[src/rtl/fp16_pkg.sv]
// Shared binary16 constants, FSM state encoding and operand layout for the FP divider.
package fp16_pkg;

  localparam int unsigned BITS      = 16;
  localparam int unsigned E_BITS    = 5;
  localparam int unsigned M_BITS    = 11;
  localparam int unsigned F_BITS    = M_BITS - 1;
  localparam int unsigned Q_BITS    = M_BITS + 2;
  localparam int unsigned R_BITS    = M_BITS + 1;
  localparam int unsigned X_BITS    = 8;
  localparam int unsigned LZ_BITS   = 4;
  localparam int unsigned CNT_BITS  = 4;
  localparam int unsigned FLAG_BITS = 5;
  localparam int unsigned BIAS      = 15;
  localparam int unsigned EXP_MAX   = 31;

  localparam logic [BITS-1:0] QNAN = 16'hFE00;
  localparam logic [BITS-1:0] PINF = 16'h7C00;

  typedef enum logic [2:0] {IDLE, PREP, DIV, RND, DONE} state_t;

  typedef struct packed {
    logic              sign;
    logic [E_BITS-1:0] exp;
    logic [F_BITS-1:0] man;
  } fp16_t;

  function automatic logic is_nan(input fp16_t x);
    return (&x.exp) && (|x.man);
  endfunction

  function automatic logic is_inf(input fp16_t x);
    return (&x.exp) && !(|x.man);
  endfunction

  function automatic logic is_zero(input fp16_t x);
    return !(|x.exp) && !(|x.man);
  endfunction

endpackage

[src/rtl/fp_div_if.sv]
// Operand/result handshake bundle for fp_div; oFlags exists only when FP_DIV_FLAGS_EN is defined.
interface fp_div_if;
  import fp16_pkg::*;

  logic            iValid;
  logic            oReady;
  logic [BITS-1:0] iA;
  logic [BITS-1:0] iB;
  logic            oValid;
  logic            iReady;
  logic [BITS-1:0] oZ;

`ifdef FP_DIV_FLAGS_EN
  logic [FLAG_BITS-1:0] oFlags;

  modport master (output iValid, iA, iB, iReady, input oReady, oValid, oZ, oFlags);
  modport slave  (input iValid, iA, iB, iReady, output oReady, oValid, oZ, oFlags);
`else
  modport master (output iValid, iA, iB, iReady, input oReady, oValid, oZ);
  modport slave  (input iValid, iA, iB, iReady, output oReady, oValid, oZ);
`endif

endinterface

[src/rtl/fp_div_lzc11.sv]
// Leading-zero count of an 11-bit significand, used to normalise subnormal operands.
module lzc11
  import fp16_pkg::*;
(
  input  logic [M_BITS-1:0]  man,
  output logic [LZ_BITS-1:0] lz
);

  // Scanning upward lets the highest set bit win.
  always_comb begin
    lz = LZ_BITS'(M_BITS);
    for (int i = 0; i < M_BITS; i++) begin
      if (man[i]) lz = LZ_BITS'(M_BITS - 1 - i);
    end
  end

endmodule

[src/rtl/fp_div.sv]
// Sequential binary16 divider: restoring radix-2, one quotient bit per clock, RNE, subnormals.
// Define FP_DIV_FLAGS_EN to add the registered exception flags {invalid,divzero,overflow,underflow,inexact}.
module fp_div
  import fp16_pkg::*;
(
  input logic     iClk,
  input logic     iRst_n,
  fp_div_if.slave bus
);

  state_t state, state_n;

  fp16_t                a_q, b_q;
  logic [X_BITS-1:0]    exp_q;
  logic [R_BITS-1:0]    rem_q;
  logic [M_BITS-1:0]    div_q;
  logic [Q_BITS-1:0]    quo_q;
  logic [CNT_BITS-1:0]  cnt_q;
  logic                 ready_q, valid_q;
  logic [BITS-1:0]      z_q;

  fp16_t           ia, ib;
  logic            accept;
  logic            spec_hit;
  logic [BITS-1:0] spec_z;

  assign ia     = bus.iA;
  assign ib     = bus.iB;
  assign accept = ready_q && bus.iValid;

  // Special operands resolve at accept time, in priority order.
  always_comb begin : special_decode
    logic s;
    s        = ia.sign ^ ib.sign;
    spec_hit = 1'b1;
    spec_z   = '0;
    if (is_nan(ia) || is_nan(ib) || (is_zero(ia) && is_zero(ib)) || (is_inf(ia) && is_inf(ib)))
      spec_z = QNAN;
    else if (is_inf(ia) || is_zero(ib))
      spec_z = {s, PINF[BITS-2:0]};
    else if (is_zero(ia) || is_inf(ib))
      spec_z = {s, {(BITS-1){1'b0}}};
    else
      spec_hit = 1'b0;
  end

  logic [M_BITS-1:0]  man_a, man_b, norm_a, norm_b;
  logic [LZ_BITS-1:0] lz_a, lz_b;
  logic [E_BITS-1:0]  ea, eb;
  logic [X_BITS-1:0]  e_raw;
  logic               a_lt;

  assign man_a = {|a_q.exp, a_q.man};
  assign man_b = {|b_q.exp, b_q.man};

  lzc11 u_lzc_a (.man(man_a), .lz(lz_a));
  lzc11 u_lzc_b (.man(man_b), .lz(lz_b));

  // Subnormals behave as exponent 1 with a denormal significand, then get left-justified.
  assign ea     = (a_q.exp == '0) ? E_BITS'(1) : a_q.exp;
  assign eb     = (b_q.exp == '0) ? E_BITS'(1) : b_q.exp;
  assign norm_a = man_a << lz_a;
  assign norm_b = man_b << lz_b;
  assign e_raw  = X_BITS'(ea) - X_BITS'(eb) + X_BITS'(BIAS) - X_BITS'(lz_a) + X_BITS'(lz_b);
  assign a_lt   = norm_a < norm_b;

  logic [R_BITS-1:0] div_ext, diff, rem_next;
  logic              ge;

  assign div_ext  = {1'b0, div_q};
  assign ge       = rem_q >= div_ext;
  assign diff     = rem_q - div_ext;
  assign rem_next = ge ? {diff[M_BITS-1:0], 1'b0} : {rem_q[M_BITS-1:0], 1'b0};

  logic signed [X_BITS-1:0] exp_s;
  logic [X_BITS-1:0]        sh;
  logic [Q_BITS-1:0]        grs, lost;
  logic                     tiny, ovf_pre, sticky, rnd_up;
  logic [E_BITS-1:0]        exp_f;
  logic [BITS-2:0]          mag;
  logic [BITS-1:0]          rnd_z;

  assign exp_s   = $signed(exp_q);
  assign tiny    = exp_s < $signed(X_BITS'(1));
  assign ovf_pre = exp_s > $signed(X_BITS'(EXP_MAX - 1));
  assign sh      = X_BITS'(1) - exp_q;

  // Denormalising shift pushes dropped bits into sticky; the leading quotient bit survives only when normal.
  always_comb begin : round_stage
    grs  = quo_q;
    lost = '0;
    if (tiny) begin
      grs  = quo_q >> sh;
      lost = quo_q & ~({Q_BITS{1'b1}} << sh);
    end
    sticky = (|rem_q) || (|lost);
    rnd_up = grs[1] && (grs[0] || sticky || grs[2]);
    exp_f  = grs[Q_BITS-1] ? exp_q[E_BITS-1:0] : '0;
    mag    = {exp_f, grs[Q_BITS-2:2]} + (BITS-1)'(rnd_up);
    if (ovf_pre) rnd_z = {a_q.sign ^ b_q.sign, PINF[BITS-2:0]};
    else         rnd_z = {a_q.sign ^ b_q.sign, mag};
  end

  always_comb begin : fsm_next
    state_n = state;
    case (state)
      IDLE:    if (accept) state_n = spec_hit ? DONE : PREP;
      PREP:    state_n = DIV;
      DIV:     if (cnt_q == CNT_BITS'(Q_BITS - 1)) state_n = RND;
      RND:     state_n = DONE;
      DONE:    if (bus.iReady) state_n = IDLE;
      default: state_n = IDLE;
    endcase
  end

  always_ff @(posedge iClk) begin : state_reg
    if (!iRst_n) state <= IDLE;
    else         state <= state_n;
  end

  always_ff @(posedge iClk) begin : datapath
    if (!iRst_n) begin
      ready_q <= 1'b1;
      valid_q <= 1'b0;
      z_q     <= '0;
      a_q     <= '0;
      b_q     <= '0;
      exp_q   <= '0;
      rem_q   <= '0;
      div_q   <= '0;
      quo_q   <= '0;
      cnt_q   <= '0;
    end else begin
      ready_q <= (state_n == IDLE);
      valid_q <= (state_n == DONE);
      case (state)
        IDLE: if (accept) begin
          a_q <= ia;
          b_q <= ib;
          if (spec_hit) z_q <= spec_z;
        end
        PREP: begin
          exp_q <= a_lt ? e_raw - X_BITS'(1) : e_raw;
          rem_q <= a_lt ? {norm_a, 1'b0} : {1'b0, norm_a};
          div_q <= norm_b;
          quo_q <= '0;
          cnt_q <= '0;
        end
        DIV: begin
          rem_q <= rem_next;
          quo_q <= {quo_q[Q_BITS-2:0], ge};
          cnt_q <= cnt_q + CNT_BITS'(1);
        end
        RND:     z_q <= rnd_z;
        default: ;
      endcase
    end
  end

  assign bus.oReady = ready_q;
  assign bus.oValid = valid_q;
  assign bus.oZ     = z_q;

`ifdef FP_DIV_FLAGS_EN
  logic [FLAG_BITS-1:0] flags_q, spec_flags, rnd_flags;
  logic                 rnd_inexact;

  always_comb begin : flag_calc
    spec_flags  = '0;
    if (spec_hit) begin
      spec_flags[4] = (spec_z == QNAN);
      spec_flags[3] = is_zero(ib) && (spec_z != QNAN) && !is_inf(ia);
    end
    rnd_inexact = ovf_pre || grs[1] || grs[0] || sticky;
    rnd_flags   = {1'b0, 1'b0, ovf_pre || (&mag[BITS-2:F_BITS]), tiny && rnd_inexact, rnd_inexact};
  end

  // Flags are cleared on accept and land together with the rounded result.
  always_ff @(posedge iClk) begin : flag_reg
    if (!iRst_n)                      flags_q <= '0;
    else if (state == IDLE && accept) flags_q <= spec_flags;
    else if (state == RND)            flags_q <= rnd_flags;
  end

  assign bus.oFlags = flags_q;
`endif

endmodule

[src/flat_wrapper.sv]
// flat-port wrapper written by rule: the top's interface ports become plain ports
module fp_div_flat import fp16_pkg::*;
  (iClk, iRst_n, bus_iValid, bus_iA, bus_iB, bus_iReady, bus_oReady, bus_oValid, bus_oZ);
  fp_div_if bus_i ();
  input logic iClk;
  input logic iRst_n;
  input wire logic [$bits(bus_i.iValid)-1:0] bus_iValid;
  input wire logic [$bits(bus_i.iA)-1:0] bus_iA;
  input wire logic [$bits(bus_i.iB)-1:0] bus_iB;
  input wire logic [$bits(bus_i.iReady)-1:0] bus_iReady;
  output wire logic [$bits(bus_i.oReady)-1:0] bus_oReady;
  output wire logic [$bits(bus_i.oValid)-1:0] bus_oValid;
  output wire logic [$bits(bus_i.oZ)-1:0] bus_oZ;
  assign bus_i.iValid = bus_iValid;
  assign bus_i.iA = bus_iA;
  assign bus_i.iB = bus_iB;
  assign bus_i.iReady = bus_iReady;
  assign bus_oReady = bus_i.oReady;
  assign bus_oValid = bus_i.oValid;
  assign bus_oZ = bus_i.oZ;
  fp_div u_core (.iClk(iClk), .iRst_n(iRst_n), .bus(bus_i));
endmodule
[config.mk]
export PLATFORM = sky130hd
export DESIGN_NAME = fp_div_flat
export DESIGN_NICKNAME = d
export VERILOG_FILES = /design/src/rtl/fp16_pkg.sv /design/src/rtl/fp_div_if.sv /design/src/rtl/fp_div_lzc11.sv /design/src/rtl/fp_div.sv /design/src/flat_wrapper.sv
export SDC_FILE = /design/constraint.sdc
export NUM_CORES = 1
export LEC_CHECK = 0
export BUFFER_PORTS_ARGS = -buffer_cell sky130_fd_sc_hd__clkbuf_2
export CAP_MARGIN = 10
export CELL_PAD_IN_SITES_DETAIL_PLACEMENT = 0
export CELL_PAD_IN_SITES_GLOBAL_PLACEMENT = 2
export CORE_UTILIZATION = 36
export CTS_CLUSTER_DIAMETER = 100
export DETAILED_ROUTE_END_ITERATION = 8
export GPL_ROUTABILITY_DRIVEN = 0
export PLACE_DENSITY = 0.76
export SLEW_MARGIN = 10
export SYNTH_ARGS = -nofsm -noshare
export SYNTH_HDL_FRONTEND = slang
export SYNTH_HIERARCHICAL = 1
export SYNTH_SLANG_ARGS = --single-unit
[constraint.sdc]
create_clock -name iClk -period 6.17 [get_ports iClk]
set_clock_uncertainty 0.1 [all_clocks]
set_input_delay 1.234 -clock iClk [delete_from_list [all_inputs] [get_ports iClk]]
set_output_delay 1.234 -clock iClk [all_outputs]
set_load 0.1 [all_outputs]
==> results of run 1 <==
[final cells by class]
cell class,count,share of cell area [%]
flip-flops and latches,101,23.7
inverters,49,2.16
clock inverters,5,0.777
clock buffers,11,2.85
multi-input cells,802,62.0
repair buffers,69,4.52
well taps,275,4.03
[metal layers]
layer  share of wire [%]  global-route usage (%)  up-vias
li1                    -                       -     3691
met1                  49                    28.9     3396
met2                  47                    34.1      107
met3                 2.8                    3.13       21
met4                0.99                    4.18        0
met5                   0                       0        -
[power by group]
part           switching [mW]  internal [mW]
registers               0.117          0.714
logic                    1.58          0.974
clock network           0.282          0.332
[worst min path at each step]
stage	from	end	slack, ps	cells after the start
global route	u_core/div_q[0]	u_core/div_q[0]	380	2
detailed placement	u_core/bus.oZ[6]	u_core/bus.oZ[6]	340	2
floorplan	u_core/cnt_q[3]	u_core/cnt_q[3]	320	1
CTS	u_core/b_q[13]	u_core/b_q[13]	360	2
global placement	u_core/bus.oZ[6]	u_core/bus.oZ[6]	340	2
finish	u_core/cnt_q[3]	u_core/cnt_q[3]	350	1
[cell families after synthesis]
family | share of synthesized area, %
mux | 9.19
fa+ha+maj | 7.78
flops | 26.2
xor+xnor | 3.86
simple gates | 23.9
buf+inv | 5.56
compound gates | 23.5
[metrics by stage]
stage | std cells | util (%) | hold WS, ps
3_5_place_dp | 1296 | 39.1 | 342
2_1_floorplan | 1015 | - | 322
5_1_grt | 1312 | 40.6 | 376
4_1_cts | 1312 | 40.6 | 361
3_3_place_gp | 1296 | 39.1 | 339
6_report | 1312 | 40.6 | 353
[cells in the final DEF, fill, tap and decap left out, drive strengths merged, types with 6 or more instances in the layout]
cell    netlist  final
o21ai        40     40
nand2b        9      9
a22oi        18     18
fa            7      7
mux2          7      7
clkbuf       58     64
o22ai         7      7
mux2i        24     24
o21a          6      6
xor2         13     13
ha           36     36
mux4         17     17
o32ai         8      8
a211oi       19     19
dfxtp       101    101
a221oi        8      8
nor2b        15     15
or2           9      9
o211ai        7      7
inv          46     48
and3         10     10
xnor2        21     21
a21o         11     11
a31oi         8      8
nor2        123    123
a21oi        96     96
nand3        24     24
nand2       146    146
buf           5     16
nor4         14     14
nor3         23     23
o31ai         8      8
[worst reg2reg max path, stage by stage (launching register included)]
cell      delay [ps]
dfxtp_1          330
nor3_1           180
nand3_1          210
nor2_1           220
a21boi_1         190
buf_4            260
mux2i_1          130
nand2_1           80
o21ai_0           90
or2_2            280
a21o_1           210
ha_1             300
a211oi_1          80
nand2_1           80
o211ai_1          80
o21ai_0          450
nand2_1          380
buf_4            300
nor3_1           160
a211oi_1          80
o32ai_1          270
==> results.yml, run 1 <==
outcome:
  status: "finished clean"
global_routing:
  antenna_found_initial: 0
  track_usage_pct: 20.8
  overflow: 0
  grt_max_degree: 76
  grt_pass1_vias: 6760
  grt_pass1_wl_um: 36600
pwr:
  max-vdd-ir-drop_mv: 0.181
  power_mw: 4.00
  power.density_nw_per_um2: 469
  leakage_nw: 3.26
synth:
  synth_top_area_share_pct: 26.2
  async_flop_share_pct: 0
  synth.net_count: 1094
  yosys.area.top_type: "dfxtp_1"
  synth-seq-cells: 101
  netlist_top_cells_count: "nand2_1 (146), nor2_1 (122), dfxtp_1 (101), a21oi_1 (96), clkbuf_1 (58)"
  synth_cell_type_count: 74
  yosysWarnings: 6
  netlist_top_cells_area: "dfxtp_1 (26%), nand2_1 (7.1%), a21oi_1 (6.2%)"
  syn_area_um2: 7720
  synth-edff-count: 0
  synth.most_common_cell: "nand2_1"
  netlist_instances: 1015
  yosysSeqAreaShare_pct: 26.2
  ys_dominant_reg_cell: "dfxtp_1"
  syn-mean-instance-area_um2: 7.60
die:
  die_area_um2: 22000
  num_io_pins: 54
  num_rows: 53
  die_h_um: 148
  start_util_pct: 36.7
  core_area_um2: 21000
  die_w_um: 148
timing:
  rsz0062_at_grt: "false"
  worst_pin_slew_ps: 917
  setup_slack_ps: 1610
  hold_violations: 0
  period_minus_slack_ps: 4560
  post-route-period-util_pct: 73.8
  slew_headroom_pct: 38.3
  slew_violations: 0
  finalSetupViolCount: 0
  setup-tns-final_ps: 0
  max_freq_mhz: 219
worst_setup_path:
  r2r_slack_ps: 1610
  worstSetupEndpoint: "u_core/rem_q[7]"
  timing.rr.end: "u_core/rem_q[7]"
  crit_fanout: 17
  path_class: "reg2reg"
  path_common_cell: "nand2_1"
  cp.required_ps: 6340
  crit_start: "u_core/b_q[14]"
  r2r-start: "u_core/b_q[14]"
  critPathTopFamily: "simple AND/OR/NAND/NOR gates"
  crit_cells: 20
  crit_buf_inv: 2
  crit_chain: "nor3_1 > nand3_1 > nor2_1 > a21boi_1 > buf_4 > mux2i_1 > nand2_1 > o21ai_0 > or2_2 > a21o_1 > ha_1 > a211oi_1 > nand2_1 > o211ai_1 > o21ai_0 > nand2_1 > buf_4 > nor3_1 > a211oi_1 > o32ai_1"
  endpoint_kind: "flip-flop"
  critPathLaunchType: "flip-flop"
  worstPathArrival_ps: 4730
  crit_slowest_cell: "o21ai_0"
  reg2reg_depth: 20
  max_stage_delay_ps: 450
finish:
  multi_input_area_um2: 5290
  final_nets: 1111
  area_growth_pct: 10.5
  drive_gt1_share_pct: 12.9
  antenna_cells: 0
  stdcell_area_um2: 8530
  nFillCells: 2208
  regArea_um2: 2020
detailed_routing:
  wl_um: 22500
  firstDrtPassIters: 5
  drc: 0
  ant_nets: 0
  viasPerCell: 5.50
  wl_per_cell_um: 17.1
  vias: 7215
  dr.first_iter.drc_count: 492
clocking:
  clock_path_buffers: 2
  clock_sinks: 101
  clkLatencyLatePin_ps: 360
  cts_resized: 0
  clockRootBuffer: "clkbuf_16"
  h-tree-depth: 3
  cts_buffers: 9
  cts_tree: "yes"
  post_cts_buffers: 0
  clk_pin_slew_worst_paths_ps: 80
  cts_hold_buf: 0
flow_run:
  maxCapViolations: 0
min_path:
  worstHoldPathType: "reg2reg"
place:
  dp_slack_ps: 1650
  hpwl_um: 16900
  placed_cell_area_um2: 8220
  port_buffers: 53
(Power assumes the default switching activity.)
==> run 2, diff against run 1 <==
==> constraint.sdc (replaced) <==
create_clock -name iClk -period 4.4 [get_ports iClk]
set_clock_uncertainty 0.1 [all_clocks]
set_input_delay 0.88 -clock iClk [delete_from_list [all_inputs] [get_ports iClk]]
set_output_delay 0.88 -clock iClk [all_outputs]
set_load 0.1 [all_outputs]
==> run 2 against run 1 <==
Power rose by 47%. Design area rose by 3.7%. Combinational power grew 53%. Clock power increased by 40%. Via count up 3.3%. Die area is the same. Critical path depth decreased by 5. Register-to-register slack worse by 1300 ps. Wire length rose by 1.4%. Sequential cell count did not move. Non-clock buffer count increased by 33. Global-route usage rose by 0.58 points.
==> results.yml, run 2 (synthesis results as in run 1) <==
outcome:
  status: "finished clean"
worst_setup_path:
  path_class: "reg2reg"
  worstPathArrival_ps: 4300
  cp.required_ps: 4590
  path_common_cell: "a21oi_1"
  crit_chain: "nor3_1 > nand2_1 > nor2_1 > nand2_1 > a21oi_1 > clkinv_1 > buf_4 > fa_1 > ha_1 > a21o_1 > a21oi_1 > xor2_1 > nand3_1 > maj3_1 > a21oi_1"
  crit_slowest_cell: "fa_1"
  crit_fanout: 7
  reg2reg_depth: 15
  critPathLaunchType: "flip-flop"
  max_stage_delay_ps: 530
  endpoint_kind: "flip-flop"
global_routing:
  antenna_found_initial: 0
  grt_pass1_wl_um: 37600
  grt_max_degree: 47
  overflow: 0
  track_usage_pct: 21.4
  grt_pass1_vias: 7066
timing:
  max_freq_mhz: 243
  slew_violations: 0
  worst_pin_slew_ps: 918
  finalSetupViolCount: 0
  slew_headroom_pct: 38.8
  setup-tns-final_ps: 0
  hold_violations: 0
  period_minus_slack_ps: 4110
  rsz0062_at_grt: "false"
  post-route-period-util_pct: 93.4
detailed_routing:
  vias: 7456
  wl_um: 22800
  drc: 0
  viasPerCell: 5.54
  dr.first_iter.drc_count: 356
  firstDrtPassIters: 5
  ant_nets: 0
  wl_per_cell_um: 16.9
clocking:
  clock_path_buffers: 2
  cts_buffers: 9
  clk_pin_slew_worst_paths_ps: 80
  h-tree-depth: 3
  clock_sinks: 101
  clkLatencyLatePin_ps: 360
  cts_tree: "yes"
  clockRootBuffer: "clkbuf_16"
die:
  die_w_um: 148
  die_area_um2: 22000
  die_h_um: 148
  core_area_um2: 21000
  num_rows: 53
  start_util_pct: 36.7
  num_io_pins: 54
pwr:
  leakage_nw: 3.43
  max-vdd-ir-drop_mv: 0.324
  power.density_nw_per_um2: 667
finish:
  nFillCells: 2228
  final_nets: 1144
  fin_cells: 1345
  antenna_cells: 0
  final_util_pct: 42.1
  drive_gt1_share_pct: 16.5
  stdcell_area_um2: 8840
  layout_common_cells: "nand2_1 (145), nor2_1 (120), dfxtp_1 (101), a21oi_1 (96), clkbuf_2 (53)"
  area_growth_pct: 14.6
  layout.cells.most_common: "nand2_1"
place:
  dp.cells: 1320
  placed_cell_area_um2: 8410
  hpwl_um: 17600
  port_buffers: 53
flow_run:
  maxCapViolations: 0
min_path:
  whs_path_depth: 1
  worstHoldPathType: "reg2reg"
[run 2: cell count changes in the layout (fill, tap and decap cells not counted), moves of 2 or more]
cell,previous run,this run
a211oi_2,0,2
mux2i_2,0,2
a211oi_1,19,17
mux2i_1,24,22
buf_4,16,47
inv_6,1,3
[run 2: layout make-up]
class                   count  area, um2  share of cell area (%)
clock inverters             6       75.1                   0.849
clock buffers              10        239                    2.70
well taps                 275        344                    3.89
inverters                  49        188                    2.12
flip-flops and latches    101       2020                    22.9
multi-input cells         802       5330                    60.2
repair buffers            102        649                    7.34
[run 2: per-stage QoR]
stage               setup slack, ps  power (mW)  hold slack [ps]
floorplan                      26.1        3.87              322
global placement                121        4.90              340
detailed placement             70.0        4.89              339
CTS                            63.2        5.78              351
global route                   1.85        6.43              377
finish                          292        5.90              352
[run 2: what timing repair did]
action                                  CTS  global route
buffers inserted                          0             9
endpoints found under the hold margin     0             0
endpoints found under the setup margin    0            23
gates resized for setup                   0            13
hold buffers                              0             0
[run 2: worst max-delay path: cells and delay by family, from the launching register on]
kind | cells | cell delay, ps
and+or+nand+nor | 5 | 820
AOI/OAI and AO/OA | 4 | 790
adders and majority gates | 3 | 1220
xor gates and xnor gates | 1 | 390
DFF | 1 | 340
buffers and inverters | 2 | 360
[run 2: worst paths after layout]
| check | startpoint | slack, ps | end |
|---|---|---|---|
| setup / recovery | u_core/a_q[11] | 290 | u_core/exp_q[7] |
| hold / removal | u_core/cnt_q[3] | 350 | u_core/cnt_q[3] |
| setup reg to reg | u_core/a_q[11] | 290 | u_core/exp_q[7] |
| hold reg to reg | u_core/cnt_q[3] | 350 | u_core/cnt_q[3] |
[run 2: per-layer routing]
metal  part of all wire, %  GRT usage, %  up-vias
met5                     0             0        -
met3                   3.1          3.44       16
met1                    47          28.5     3562
li1                      -             -     3752
met4                   1.1          3.76        0
met2                    49          36.6      126
[run 2: power by group]
| part | internal, mW | total [mW] | switching [mW] |
|---|---|---|---|
| combinational | 1.59 | 3.91 | 2.32 |
| clock | 0.468 | 0.862 | 0.394 |
| sequential | 1.00 | 1.12 | 0.122 |
==> run 3, diff against run 2 <==
--- a/config.mk
+++ b/config.mk
@@ -6,7 +6,7 @@
 export NUM_CORES = 1
 export LEC_CHECK = 0
 export BUFFER_PORTS_ARGS = -buffer_cell sky130_fd_sc_hd__clkbuf_2
-export CAP_MARGIN = 10
+export CAP_MARGIN = 20
 export CELL_PAD_IN_SITES_DETAIL_PLACEMENT = 0
 export CELL_PAD_IN_SITES_GLOBAL_PLACEMENT = 2
 export CORE_UTILIZATION = 36
@@ -14,7 +14,8 @@
 export DETAILED_ROUTE_END_ITERATION = 8
 export GPL_ROUTABILITY_DRIVEN = 0
 export PLACE_DENSITY = 0.76
-export SLEW_MARGIN = 10
+export SETUP_SLACK_MARGIN = 0.5
+export SLEW_MARGIN = 30
 export SYNTH_ARGS = -nofsm -noshare
 export SYNTH_HDL_FRONTEND = slang
 export SYNTH_HIERARCHICAL = 1
==> run 3 against run 2 <==
Hold slack gained 4.7 ps. Sequential power is essentially flat. Utilization grew 3.0 points. Register-to-register slack gained 180 ps. Clock power shrank 9.9%. Sequential cell count is the same. Power grew 17%. Die area is the same. Largest cell class unchanged. Largest power group unchanged. Count of clock-buffer cells in the layout shrank 1.
==> results.yml, run 3 (synthesis results as in run 1) <==
timing:
  rsz0062_at_grt: "true"
  slew_headroom_pct: 52.8
  slew_violations: 0
  worst_pin_slew_ps: 698
  hold_violations: 0
  period_minus_slack_ps: 3930
  max_freq_mhz: 255
  setup_slack_ps: 473
  finalSetupViolCount: 0
  post-route-period-util_pct: 89.3
global_routing:
  overflow: 0
  grt_pass1_wl_um: 37800
  antenna_found_initial: 0
  track_usage_pct: 21.5
  grt_pass1_vias: 7100
  grt_max_degree: 38
detailed_routing:
  dr.first_iter.drc_count: 420
  ant_nets: 0
  wl_per_cell_um: 16.9
  vias: 7509
  viasPerCell: 5.46
  firstDrtPassIters: 5
  wl_um: 23300
  drc: 0
finish:
  area_growth_pct: 22.8
  layout_common_cells: "nand2_1 (143), nor2_1 (114), dfxtp_1 (94), a21oi_1 (87), buf_4 (69)"
  antenna_cells: 0
  drive_gt1_share_pct: 24.7
  final_nets: 1176
  layout.cells.most_common: "nand2_1"
  nFillCells: 2140
worst_setup_path:
  endpoint_kind: "flip-flop"
  critPathLaunchType: "flip-flop"
  path_class: "reg2reg"
  crit_chain: "nor2_1 > nand2_2 > buf_6 > o21bai_4 > o41ai_4 > buf_4 > buf_12 > buf_8 > mux4_2 > mux2i_2 > o22ai_2 > ha_2 > a2111oi_4 > o21ai_2 > nand2_4 > buf_6 > nand3_4 > maj3_2 > a21oi_2"
  max_stage_delay_ps: 510
  reg2reg_depth: 19
  crit_fanout: 7
  crit_slowest_cell: "mux4_2"
  worstPathArrival_ps: 4130
  cp.required_ps: 4600
  path_common_cell: "buf_6"
die:
  num_io_pins: 54
  num_rows: 53
  die_w_um: 148
  core_area_um2: 21000
  start_util_pct: 36.7
  die_area_um2: 22000
  die_h_um: 148
flow_run:
  maxCapViolations: 0
pwr:
  leakage_nw: 3.67
  power.density_nw_per_um2: 726
  max-vdd-ir-drop_mv: 0.402
  power_mw: 6.88
clocking:
  clk_pin_slew_worst_paths_ps: 80
  cts_buffers: 9
  h-tree-depth: 3
  clock_path_buffers: 2
  clockRootBuffer: "clkbuf_16"
  cts_hold_buf: 0
  clkLatencyLatePin_ps: 360
  clock_sinks: 101
  cts_tree: "yes"
place:
  port_buffers: 53
  hpwl_um: 17400
  dp_slack_ps: -172
min_path:
  worstHoldPathType: "reg2reg"
  whs_path_depth: 2
outcome:
  status: "finished clean"
## run 3: changes by cell type in the layout (fill, tap and decap cells not counted), sizes merged
| cell | before | now |
|---|---|---|
| buf | 49 | 80 |
| clkinvlp | 2 | 1 |
| bufinv | 1 | 0 |
| clkinv | 3 | 5 |
## run 3: per-stage QoR
stage	std cells	utilization, %	hold WS [ps]	setup TNS, ps	area (um2)
4_1_cts	1361	43.0	356	0	9040
2_1_floorplan	1015	-	322	0	7750
3_3_place_gp	1327	40.3	339	-587	8470
5_1_grt	1376	45.1	374	0	9480
6_report	1376	45.1	357	0	9480
3_5_place_dp	1327	40.3	346	-1320	8470
## run 3: final timing paths
kind                  start         endpoint  slack [ps]
max          u_core/a_q[13]  u_core/exp_q[7]         470
min reg2reg  u_core/b_q[13]   u_core/b_q[13]         360
max reg2reg  u_core/a_q[13]  u_core/exp_q[7]         470
min          u_core/b_q[13]   u_core/b_q[13]         360
## run 3: timing repair
action / CTS / global route
pin swaps: 5 / 39
setup buffers: 18 / 15
gates resized for setup: 31 / 72
cloned: 1 / 0
setup endpoints to repair: 26 / 27
## run 3: critical path: cells and delay by family (launching register included)
kind,cells,cell delay (ps)
AOI/OAI and AO/OA,6,1010
muxes,2,700
DFF,1,320
and+or+nand+nor,4,530
adders and majority gates,2,530
buffers and inverters,5,670
## run 3: metal layers
layer,global-route usage (%),part of all wire [%],up-vias
met5,0,0,-
met4,5.82,1.2,0
met3,2.79,2.5,21
met2,35.5,48,122
met1,29.2,48,3538
li1,-,-,3828
## run 3: area by class of cell
class	instances	area (um2)	area share (%)
inverter	49	185	1.95
multi-input combinational	802	5700	60.1
clock buffer	9	225	2.38
tap	275	344	3.63
clock inverter	6	43.8	0.462
sequential	101	2030	21.4
timing repair buffer	134	953	10.1
## run 3: where the power goes
group | switching, mW | internal [mW] | total (mW)
clock | 0.391 | 0.386 | 0.777
sequential | 0.130 | 1.00 | 1.13
combinational | 2.72 | 2.25 | 4.97
